$ cat src/rtl/dpram_fifo_ctrl_if.sv
// Push/pop stream bundle between a FIFO controller and its producer/consumer.
// The master side is the environment, the slave side is the controller.
interface dpram_fifo_ctrl_if #(
  parameter int unsigned DATA_W = 8,
  parameter int unsigned ADDR_W = 4
);
  logic              in_valid;
  logic              in_ready;
  logic [DATA_W-1:0] in_data;
  logic              out_valid;
  logic              out_ready;
  logic [DATA_W-1:0] out_data;
  logic [ADDR_W:0]   level;

  modport master (
    output in_valid, in_data, out_ready,
    input  in_ready, out_valid, out_data, level
  );

  modport slave (
    input  in_valid, in_data, out_ready,
    output in_ready, out_valid, out_data, level
  );
endinterface

$ cat src/rtl/dpram_fifo_ctrl.sv
// FIFO controller driving a dual-port RAM with a 1-cycle registered read port.
// Reads are prefetched so the RAM output register doubles as the FIFO head.
module dpram_fifo_ctrl #(
  parameter int unsigned DATA_W = 8,
  parameter int unsigned ADDR_W = 4
) (
  input  logic              clk,
  input  logic              reset,
  dpram_fifo_ctrl_if.slave  s,
  output logic              ram_wr_en,
  output logic [ADDR_W-1:0] ram_wr_addr,
  output logic [DATA_W-1:0] ram_data_in,
  output logic              ram_rd_en,
  output logic [ADDR_W-1:0] ram_rd_addr,
  input  logic [DATA_W-1:0] ram_data_out
);

  localparam int unsigned DEPTH    = 2 ** ADDR_W;
  localparam int unsigned CNT_W    = ADDR_W + 1;
  localparam logic [CNT_W-1:0] CNT_FULL = CNT_W'(DEPTH);

  logic [ADDR_W-1:0] wptr;
  logic [ADDR_W-1:0] rptr;
  logic [CNT_W-1:0]  cnt;
  logic              out_valid_q;

  logic in_ready_c;
  logic push;
  logic pop;
  logic rd;

  // Handshake decode; in_ready depends only on registered state and reset.
  always_comb begin
    in_ready_c = !reset && (cnt != CNT_FULL);
    push       = s.in_valid && in_ready_c;
    pop        = out_valid_q && s.out_ready;
    rd         = !reset && (cnt != '0) && (!out_valid_q || s.out_ready);
  end

  assign s.in_ready  = in_ready_c;
  assign s.out_valid = out_valid_q;
  assign s.out_data  = ram_data_out;
  assign s.level     = cnt + CNT_W'(out_valid_q);

  assign ram_wr_en   = push;
  assign ram_wr_addr = wptr;
  assign ram_data_in = s.in_data;
  assign ram_rd_en   = rd;
  assign ram_rd_addr = rptr;

  // cnt tracks words held in RAM; the prefetched head is counted by out_valid.
  always_ff @(posedge clk) begin
    if (reset) begin
      wptr        <= '0;
      rptr        <= '0;
      cnt         <= '0;
      out_valid_q <= 1'b0;
    end else begin
      if (push) wptr <= wptr + ADDR_W'(1);
      if (rd)   rptr <= rptr + ADDR_W'(1);
      if (push && !rd) begin
        cnt <= cnt + CNT_W'(1);
      end else if (!push && rd) begin
        cnt <= cnt - CNT_W'(1);
      end
      if (rd) begin
        out_valid_q <= 1'b1;
      end else if (pop) begin
        out_valid_q <= 1'b0;
      end
    end
  end

endmodule

$ cat src/flat_wrapper.sv
// flat-port wrapper written by rule: the top's interface ports become plain ports
module dpram_fifo_ctrl_flat 
#(
  parameter int unsigned DATA_W = 8,
  parameter int unsigned ADDR_W = 4
)
  (clk, reset, ram_wr_en, ram_wr_addr, ram_data_in, ram_rd_en, ram_rd_addr, ram_data_out, s_in_valid, s_in_data, s_out_ready, s_in_ready, s_out_valid, s_out_data, s_level);
  dpram_fifo_ctrl_if #(.DATA_W(DATA_W), .ADDR_W(ADDR_W)) s_i ();
  input  logic clk;
  input  logic reset;
  output logic ram_wr_en;
  output logic [ADDR_W-1:0] ram_wr_addr;
  output logic [DATA_W-1:0] ram_data_in;
  output logic ram_rd_en;
  output logic [ADDR_W-1:0] ram_rd_addr;
  input  logic [DATA_W-1:0] ram_data_out;
  input wire logic [$bits(s_i.in_valid)-1:0] s_in_valid;
  input wire logic [$bits(s_i.in_data)-1:0] s_in_data;
  input wire logic [$bits(s_i.out_ready)-1:0] s_out_ready;
  output wire logic [$bits(s_i.in_ready)-1:0] s_in_ready;
  output wire logic [$bits(s_i.out_valid)-1:0] s_out_valid;
  output wire logic [$bits(s_i.out_data)-1:0] s_out_data;
  output wire logic [$bits(s_i.level)-1:0] s_level;
  assign s_i.in_valid = s_in_valid;
  assign s_i.in_data = s_in_data;
  assign s_i.out_ready = s_out_ready;
  assign s_in_ready = s_i.in_ready;
  assign s_out_valid = s_i.out_valid;
  assign s_out_data = s_i.out_data;
  assign s_level = s_i.level;
  dpram_fifo_ctrl #(.DATA_W(DATA_W), .ADDR_W(ADDR_W)) u_core (.clk(clk), .reset(reset), .s(s_i), .ram_wr_en(ram_wr_en), .ram_wr_addr(ram_wr_addr), .ram_data_in(ram_data_in), .ram_rd_en(ram_rd_en), .ram_rd_addr(ram_rd_addr), .ram_data_out(ram_data_out));
endmodule
$ cat config.mk
export PLATFORM = sky130hd
export DESIGN_NAME = dpram_fifo_ctrl_flat
export DESIGN_NICKNAME = d
export VERILOG_FILES = /design/src/rtl/dpram_fifo_ctrl_if.sv /design/src/rtl/dpram_fifo_ctrl.sv /design/src/flat_wrapper.sv
export SDC_FILE = /design/constraint.sdc
export NUM_CORES = 1
export LEC_CHECK = 0
export ABC_AREA = 1
export CAP_MARGIN = 20
export CORE_MARGIN = 5
export CORE_UTILIZATION = 37
export CTS_BUF_LIST = sky130_fd_sc_hd__clkbuf_4 sky130_fd_sc_hd__clkbuf_8
export CTS_CLUSTER_SIZE = 24
export DETAILED_ROUTE_END_ITERATION = 12
export PLACE_DENSITY = 0.87
export SETUP_SLACK_MARGIN = 0.05
export SYNTH_ARGS = -nofsm -noshare
export SYNTH_HDL_FRONTEND = slang
export SYNTH_SLANG_ARGS = --single-unit
$ cat constraint.sdc
create_clock -name clk -period 1.85 [get_ports clk]
set_input_delay 0.2775 -clock clk [delete_from_list [all_inputs] [get_ports clk]]
set_output_delay 0.2775 -clock clk [all_outputs]
set_load 0.005 [all_outputs]
==> results of run 1 <==
==> final cells by class <==
class | count | area (µm²)
Sequential cell | 14 | 297
Timing Repair Buffer | 41 | 347
Clock buffer | 4 | 36.3
Tap cell | 31 | 38.8
Inverter | 17 | 71.3
Multi-Input combinational cell | 92 | 617
Fill cell | 252 | 1300
==> flip-flops by register name, indices dropped and copies added (netlist names) <==
name                cells
u_core.ram_wr_addr      4
u_core.ram_rd_addr      4
u_core.cnt              5
u_core.s.out_valid      1
==> synth_stat cells <==
cell                       number
sky130_fd_sc_hd__buf_4         16
sky130_fd_sc_hd__nor2_4         2
sky130_fd_sc_hd__inv_4          1
sky130_fd_sc_hd__fa_1           1
sky130_fd_sc_hd__buf_2          1
sky130_fd_sc_hd__nand2_1       30
sky130_fd_sc_hd__inv_2          2
sky130_fd_sc_hd__dfxtp_1       14
sky130_fd_sc_hd__nand2_4        1
sky130_fd_sc_hd__a21oi_2        2
sky130_fd_sc_hd__nor2_2         1
sky130_fd_sc_hd__xor2_1         6
sky130_fd_sc_hd__nand3_1        8
sky130_fd_sc_hd__nand4_1        3
sky130_fd_sc_hd__xnor2_1        1
sky130_fd_sc_hd__o21ai_0        3
sky130_fd_sc_hd__clkinv_1       1
sky130_fd_sc_hd__inv_1         13
sky130_fd_sc_hd__or2_2          1
sky130_fd_sc_hd__ha_1           8
sky130_fd_sc_hd__nand3_2        3
sky130_fd_sc_hd__a21oi_1        5
sky130_fd_sc_hd__nand2_2        4
sky130_fd_sc_hd__nor2_1        13
==> report_power, final <==
part           switching (mW)  internal [mW]
Combinational           0.656          0.712
Sequential              0.118          0.419
Clock                   0.110          0.120
Total                   0.884           1.25
==> worst max-delay path: cells and delay by family, from the launching register on <==
kind | cells | cell delay [ns]
and+or+nand+nor | 1 | 0.09
buffers and inverters | 1 | 0.26
DFF | 1 | 0.39
adders and majority gates | 2 | 0.37
xor gates and xnor gates | 1 | 0.14
==> how the worst min path moves through the flow <==
| stage | from | endpoint | slack [ns] | depth (start not counted) |
|---|---|---|---|---|
| floorplan | s_in_valid | u_core.ram_wr_addr[3] | 0.44 | 2 |
| global placement | u_core.ram_wr_addr[3] | u_core.ram_wr_addr[3] | 0.48 | 2 |
| detailed placement | u_core.ram_rd_addr[3] | u_core.ram_rd_addr[3] | 0.50 | 2 |
| CTS | reset | u_core.cnt[0] | 0.50 | 3 |
| global route | s_in_valid | u_core.ram_wr_addr[2] | 0.36 | 3 |
| finish | s_in_valid | u_core.ram_wr_addr[2] | 0.34 | 3 |
==> routing by layer <==
metal / share of wire [%] / track usage (%) / wire length (µm) / up-vias
met5: 0 / 0 / 0 / -
met4: 1.0 / 6.10 / 25 / 0
met2: 54 / 21.6 / 1310 / 16
li1: - / - / - / 483
met3: 3.8 / 1.44 / 92 / 4
met1: 41 / 14.2 / 987 / 434
==> kinds of logic after synthesis <==
kind of cell | after synthesis
adders and majority gates | 9
and+or+nand+nor | 66
AOI/OAI and AO/OA | 10
DFF | 14
xor gates and xnor gates | 7
buffers and inverters | 34
==> per-stage QoR <==
step                      cell area, µm²  util [%]
after detailed placement            1300      47.9
after floorplan                     1090         -
final                               1410      51.9
after global placement              1300      47.9
after CTS                           1360      50.3
after global routing                1410      51.9
==> placed cells by master, fill, tap and decap left out, types with 2 or more instances in the layout <==
cell / instances
sky130_fd_sc_hd__dlygate4sd2_1: 7
sky130_fd_sc_hd__nand2_1: 30
sky130_fd_sc_hd__dfxtp_1: 9
sky130_fd_sc_hd__a21oi_1: 4
sky130_fd_sc_hd__nand3_2: 3
sky130_fd_sc_hd__nand3_1: 8
sky130_fd_sc_hd__ha_1: 3
sky130_fd_sc_hd__o21ai_0: 2
sky130_fd_sc_hd__a21oi_2: 3
sky130_fd_sc_hd__nand2_2: 4
sky130_fd_sc_hd__ha_2: 2
sky130_fd_sc_hd__nor2_4: 2
sky130_fd_sc_hd__ha_4: 3
sky130_fd_sc_hd__nor2_2: 3
sky130_fd_sc_hd__nor2_1: 11
sky130_fd_sc_hd__clkbuf_4: 3
sky130_fd_sc_hd__xor2_1: 6
sky130_fd_sc_hd__inv_1: 11
sky130_fd_sc_hd__inv_2: 3
sky130_fd_sc_hd__clkdlybuf4s50_1: 11
sky130_fd_sc_hd__buf_4: 21
sky130_fd_sc_hd__nand4_1: 3
sky130_fd_sc_hd__dfxtp_4: 4
==> what timing repair did <==
item	in CTS	in global routing
pin swaps	4	10
buffers inserted	3	5
endpoints found under the setup margin	10	5
gates resized for setup	17	5
hold buffers	0	0
cloned	0	0
==> impl_metrics.yaml, run 1 <==
global_route:
  grt_pass1_wl_um: 4010
  all_layer_gr_usage_pct: 12.2
  gr-total-overflow: 0
  pin_count_of_the_biggest_net_entering_global_routing: 9
  number_of_global_route_vias_before_repair: 908
  initial_antenna_violation_count: 0
worst_setup_path:
  timing.critical_path.cells: "ha_2 > ha_2 > nand3_1 > xor2_1 > dlygate4sd2_1"
  worst-r2r-cell-count: 13
  crit_top_cell: "sky130_fd_sc_hd__ha_2"
  worst_path_required_ns: 1.57
  worst-path-max-fanout: 4
  regToRegEndpoint: "u_core.cnt[3]"
  cp-startpoint: "u_core.cnt[0]"
  crit_path_start_kind: "flip-flop"
  cp-end-kind: "output pin"
  critical_path.max_stage_delay_ns: 0.39
  arrival_ns: 1.54
  critPathKind: "reg -> out"
  crit_end: "s_level[4]"
  ff_to_ff_setup_slack_ns: 0.04
  critical-path-slowest-cell: "sky130_fd_sc_hd__dfxtp_4"
  r2r_path_start: "u_core.cnt[0]"
routing:
  drt_pass1_iterations: 4
  ant_nets: 0
  drt_iter0_markers: 61
  drt-total-wl_um: 2410
  drt-wirelength-per-cell_um: 12.1
  via_count: 937
  route.detailed.vias_per_inst: 4.71
  drt_drc_violations_left: 0
yosys:
  cell_count_after_synthesis: 140
  multiplexer_fraction_of_the_synthesized_cell_area_pct: 0
  synth_top_family_by_area: "simple AND/OR/NAND/NOR gates"
  synth-compound-area-share_pct: 5.58
  library_cell_with_the_largest_summed_area_after_synthesis: "sky130_fd_sc_hd__dfxtp_1"
  netlist.area_leader.share_pct: 27.2
  post_synth_and_or_nand_nor_area_fraction_pct: 31.2
  synth_warn: 0
  synth-adder-area-share_pct: 11.6
  synth.avg_cell_area_um2: 7.37
  synth_xor_xnor_area_share_pct: 5.94
  synth_cell_types: 24
  postSynthRegisterBits: 14
  register_area_share_after_synthesis_pct: 27.2
  leading_post_synthesis_cells_by_cell_area: "sky130_fd_sc_hd__dfxtp_1 27%, sky130_fd_sc_hd__buf_4 12%, sky130_fd_sc_hd__nand2_1 11%"
  synth_fp_nets: 169
  syn-cell-area_um2: 1030
timing:
  setup_tns_final_ns: 0
  setup_repair_after_global_routing_missed_its_margin: "yes"
  hold_ws_ns: 0.339
  max_freq_ghz: 0.551
  timing_worst_slew_pin_value_ns: 0.220
  postLayoutSetupSlackWorst_ns: 0.0356
  slew_headroom_pct: 85.3
  final.period_utilization_pct: 98.1
  final.min_clock_period_ns: 1.81
  finalSetupViolCount: 0
  report.final.slew_viol_count: 0
  hold_viol_final: 0
  skew_ns: 0.00482
cts:
  max-clock-path-buffers: 2
  clockRootBuffer: "sky130_fd_sc_hd__clkbuf_4"
  htreeDepth: 1
  cts_buffers: 3
  clock_pin_slew_of_the_registers_on_the_worst_case_setup_and_hold_paths_ns: 0.10
  clock-sinks: 14
  clkLatencyLatePin_ns: 0.28
  clock_tree_from_tritoncts: "built"
floorplan:
  floorplan.rows: 19
  die_h_um: 62.8
  design.core.area_um2: 2710
  fp.dieW_um: 62.8
  initial_utilization_pct: 38.1
  pin_count: 53
  die_area_um2: 3950
run:
  max_cap_viol_count: 0
power:
  post-layout-total-power_mw: 2.13
  static-leakage-power_nw: 0.676
  power.ir.vdd_worst_mv: 0.668
  power.density_nw_per_um2: 1520
placed_design:
  dp.cells: 187
  numPortBuffers: 20
  gp_congestion: 0.900
  hpwl_um: 1780
  worst_setup_slack_after_placement_ns: -0.308
final_layout:
  final_nets: 198
  final_layout_size_suffix_gt1_share_pct: 35.1
  num_antenna_cells: 0
  syn2layout_area_growth_pct: 36.2
  final-instance-count-excl-fill: 199
outcome:
  outcome: "finished clean"
min_path:
  timing.hold.worst.class: "in -> reg"
Power figures use the tool's default switching activity.
==> run 2, diff against run 1 <==
MAX_ROUTING_LAYER = met4   (was not set)
==> impl_metrics.yaml, run 2 (synthesis results as in run 1) <==
global_route:
  grt.busiest_layer: "met2"
  pin_count_of_the_biggest_net_entering_global_routing: 9
  grt_pass1_wl_um: 4010
  number_of_global_route_vias_before_repair: 908
  gr-total-overflow: 0
  all_layer_gr_usage_pct: 12.5
  met3_usage_pct: 1.08
  grt_use_met2_pct: 21.6
  met1_usage_pct: 14.4
  initial_antenna_violation_count: 0
final_layout:
  num_antenna_cells: 0
  syn2layout_area_growth_pct: 36.2
  largest_register_ffs: 5
  final_nets: 198
  final_layout_size_suffix_gt1_share_pct: 35.1
  layout_cell_area_excl_fill_um2: 1410
  final-instance-count-excl-fill: 199
  largest-register: "u_core.cnt"
  most-common-layout-cells: "30 x sky130_fd_sc_hd__nand2_1, 21 x sky130_fd_sc_hd__buf_4, 11 x sky130_fd_sc_hd__inv_1, 11 x sky130_fd_sc_hd__nor2_1, 11 x sky130_fd_sc_hd__clkdlybuf4s50_1"
  final_common_cell: "sky130_fd_sc_hd__nand2_1"
routing:
  drt_drc_violations_left: 0
  via_count: 937
  drt-wirelength-per-cell_um: 12.1
  drt_pass1_iterations: 4
  drt_iter0_markers: 59
  ant_nets: 0
  drt-total-wl_um: 2410
  route.detailed.vias_per_inst: 4.71
worst_setup_path:
  crit_path_start_kind: "flip-flop"
  critical_path.max_stage_delay_ns: 0.39
  critical_path.top_delay_family: "flip-flops"
  crit_top_cell: "sky130_fd_sc_hd__ha_2"
  r2r_path_start: "u_core.cnt[0]"
  cp-startpoint: "u_core.cnt[0]"
  timing.critical_path.cells: "ha_2 > ha_2 > nand3_1 > xor2_1 > dlygate4sd2_1"
  cell_depth_of_the_worst_setup_path: 5
  worst-path-max-fanout: 4
  worst_path_required_ns: 1.57
  arrival_ns: 1.54
  worst-r2r-cell-count: 13
  cp-end-kind: "output pin"
  critical_path.n_buffers_inverters: 1
  critical-path-slowest-cell: "sky130_fd_sc_hd__dfxtp_4"
  critPathKind: "reg -> out"
outcome:
  outcome: "finished clean"
power:
  power.internal_mw: 1.25
  power.ir.vdd_worst_mv: 0.669
  total_switching_power_mw: 0.885
  static-leakage-power_nw: 0.676
  power.switching_fraction_pct: 41.4
  post-layout-total-power_mw: 2.14
  comb_power_share_pct: 64.1
  power.density_nw_per_um2: 1520
  clock_power_share_pct: 10.8
  seqPwrFrac_pct: 25.1
cts:
  clockRootBuffer: "sky130_fd_sc_hd__clkbuf_4"
  clock_pin_slew_of_the_registers_on_the_worst_case_setup_and_hold_paths_ns: 0.10
  clkLatencyLatePin_ns: 0.28
  cts_buffers: 3
  clock-sinks: 14
  max-clock-path-buffers: 2
  clock_tree_from_tritoncts: "built"
  htreeDepth: 1
floorplan:
  die_h_um: 62.8
  floorplan.rows: 19
  pin_count: 53
  fp.dieW_um: 62.8
  design.core.area_um2: 2710
  initial_utilization_pct: 38.1
  die_area_um2: 3950
timing:
  skew_ns: 0.00481
  hold_viol_final: 0
  timing_worst_slew_pin_value_ns: 0.220
  finalSetupViolCount: 0
  final.min_clock_period_ns: 1.81
  final.period_utilization_pct: 98.1
  max_freq_ghz: 0.551
  hold_ws_ns: 0.339
  setup_repair_after_global_routing_missed_its_margin: "yes"
  report.final.slew_viol_count: 0
  slew_headroom_pct: 85.3
placed_design:
  placed_area_um2: 1300
  dp.cells: 187
  gp_congestion: 0.916
  numPortBuffers: 20
  hpwl_um: 1780
min_path:
  min_from: "s_in_valid"
  min_delay_path_depth: 3
  timing.hold.worst.class: "in -> reg"
run:
  max_cap_viol_count: 0
==> run 2: path summary, 6_finish.rpt <==
| check | slack, ns | end |
|---|---|---|
| worst max-delay path | 0.04 | s_level[4] |
| worst max register to register | 0.04 | u_core.cnt[3] |
| worst min-delay path | 0.34 | u_core.ram_wr_addr[2] |
| worst min register to register | 0.51 | u_core.ram_rd_addr[3] |
==> run 2: final cells by class <==
cell class | count | area, µm²
sequential | 14 | 297
fill | 252 | 1300
clock buffer | 4 | 36.3
multi-input combinational | 92 | 617
timing repair buffer | 41 | 347
tap | 31 | 38.8
inverter | 17 | 71.3
==> run 2: worst min-delay path, stage by stage <==
cell                             delay, ns
sky130_fd_sc_hd__dlymetal6s2s_1       0.16
sky130_fd_sc_hd__nand4_1              0.09
sky130_fd_sc_hd__a21oi_1              0.06
==> run 2: power by group through the flow <==
| stage | logic [mW] | registers [mW] | clock network (mW) |
|---|---|---|---|
| 2_1_floorplan | 0.751 | 0.551 | 0 |
| 3_3_place_gp | 1.22 | 0.546 | 0 |
| 3_5_place_dp | 1.27 | 0.549 | 0 |
| 4_1_cts | 1.31 | 0.531 | 0.230 |
| 5_1_grt | 1.54 | 0.549 | 0.239 |
| 6_report | 1.37 | 0.537 | 0.230 |
==> run 2: stage by stage <==
stage | setup TNS [ns] | utilization [%] | worst slack, ns
final | 0 | 51.9 | 0.0356
after global placement | -1.14 | 47.9 | -0.265
after detailed placement | -1.32 | 47.9 | -0.308
after global routing | -0.228 | 51.9 | -0.0769
after CTS | 0 | 50.3 | 0.0255
after floorplan | 0 | - | 0.0582
==> run 2: routing by layer <==
metal	vias to the layer above	wire length, µm
met4	0	25
met2	16	1310
met3	4	78
li1	483	-
met1	434	1000
met5	-	0
==> run 2: timing repair <==
item                       4_1_cts  5_1_grt
gates resized for setup         17        5
pin swaps                        4       10
hold buffers                     0        0
setup endpoints to repair       10        5
gates cloned                     0        0
buffers inserted                 3        5
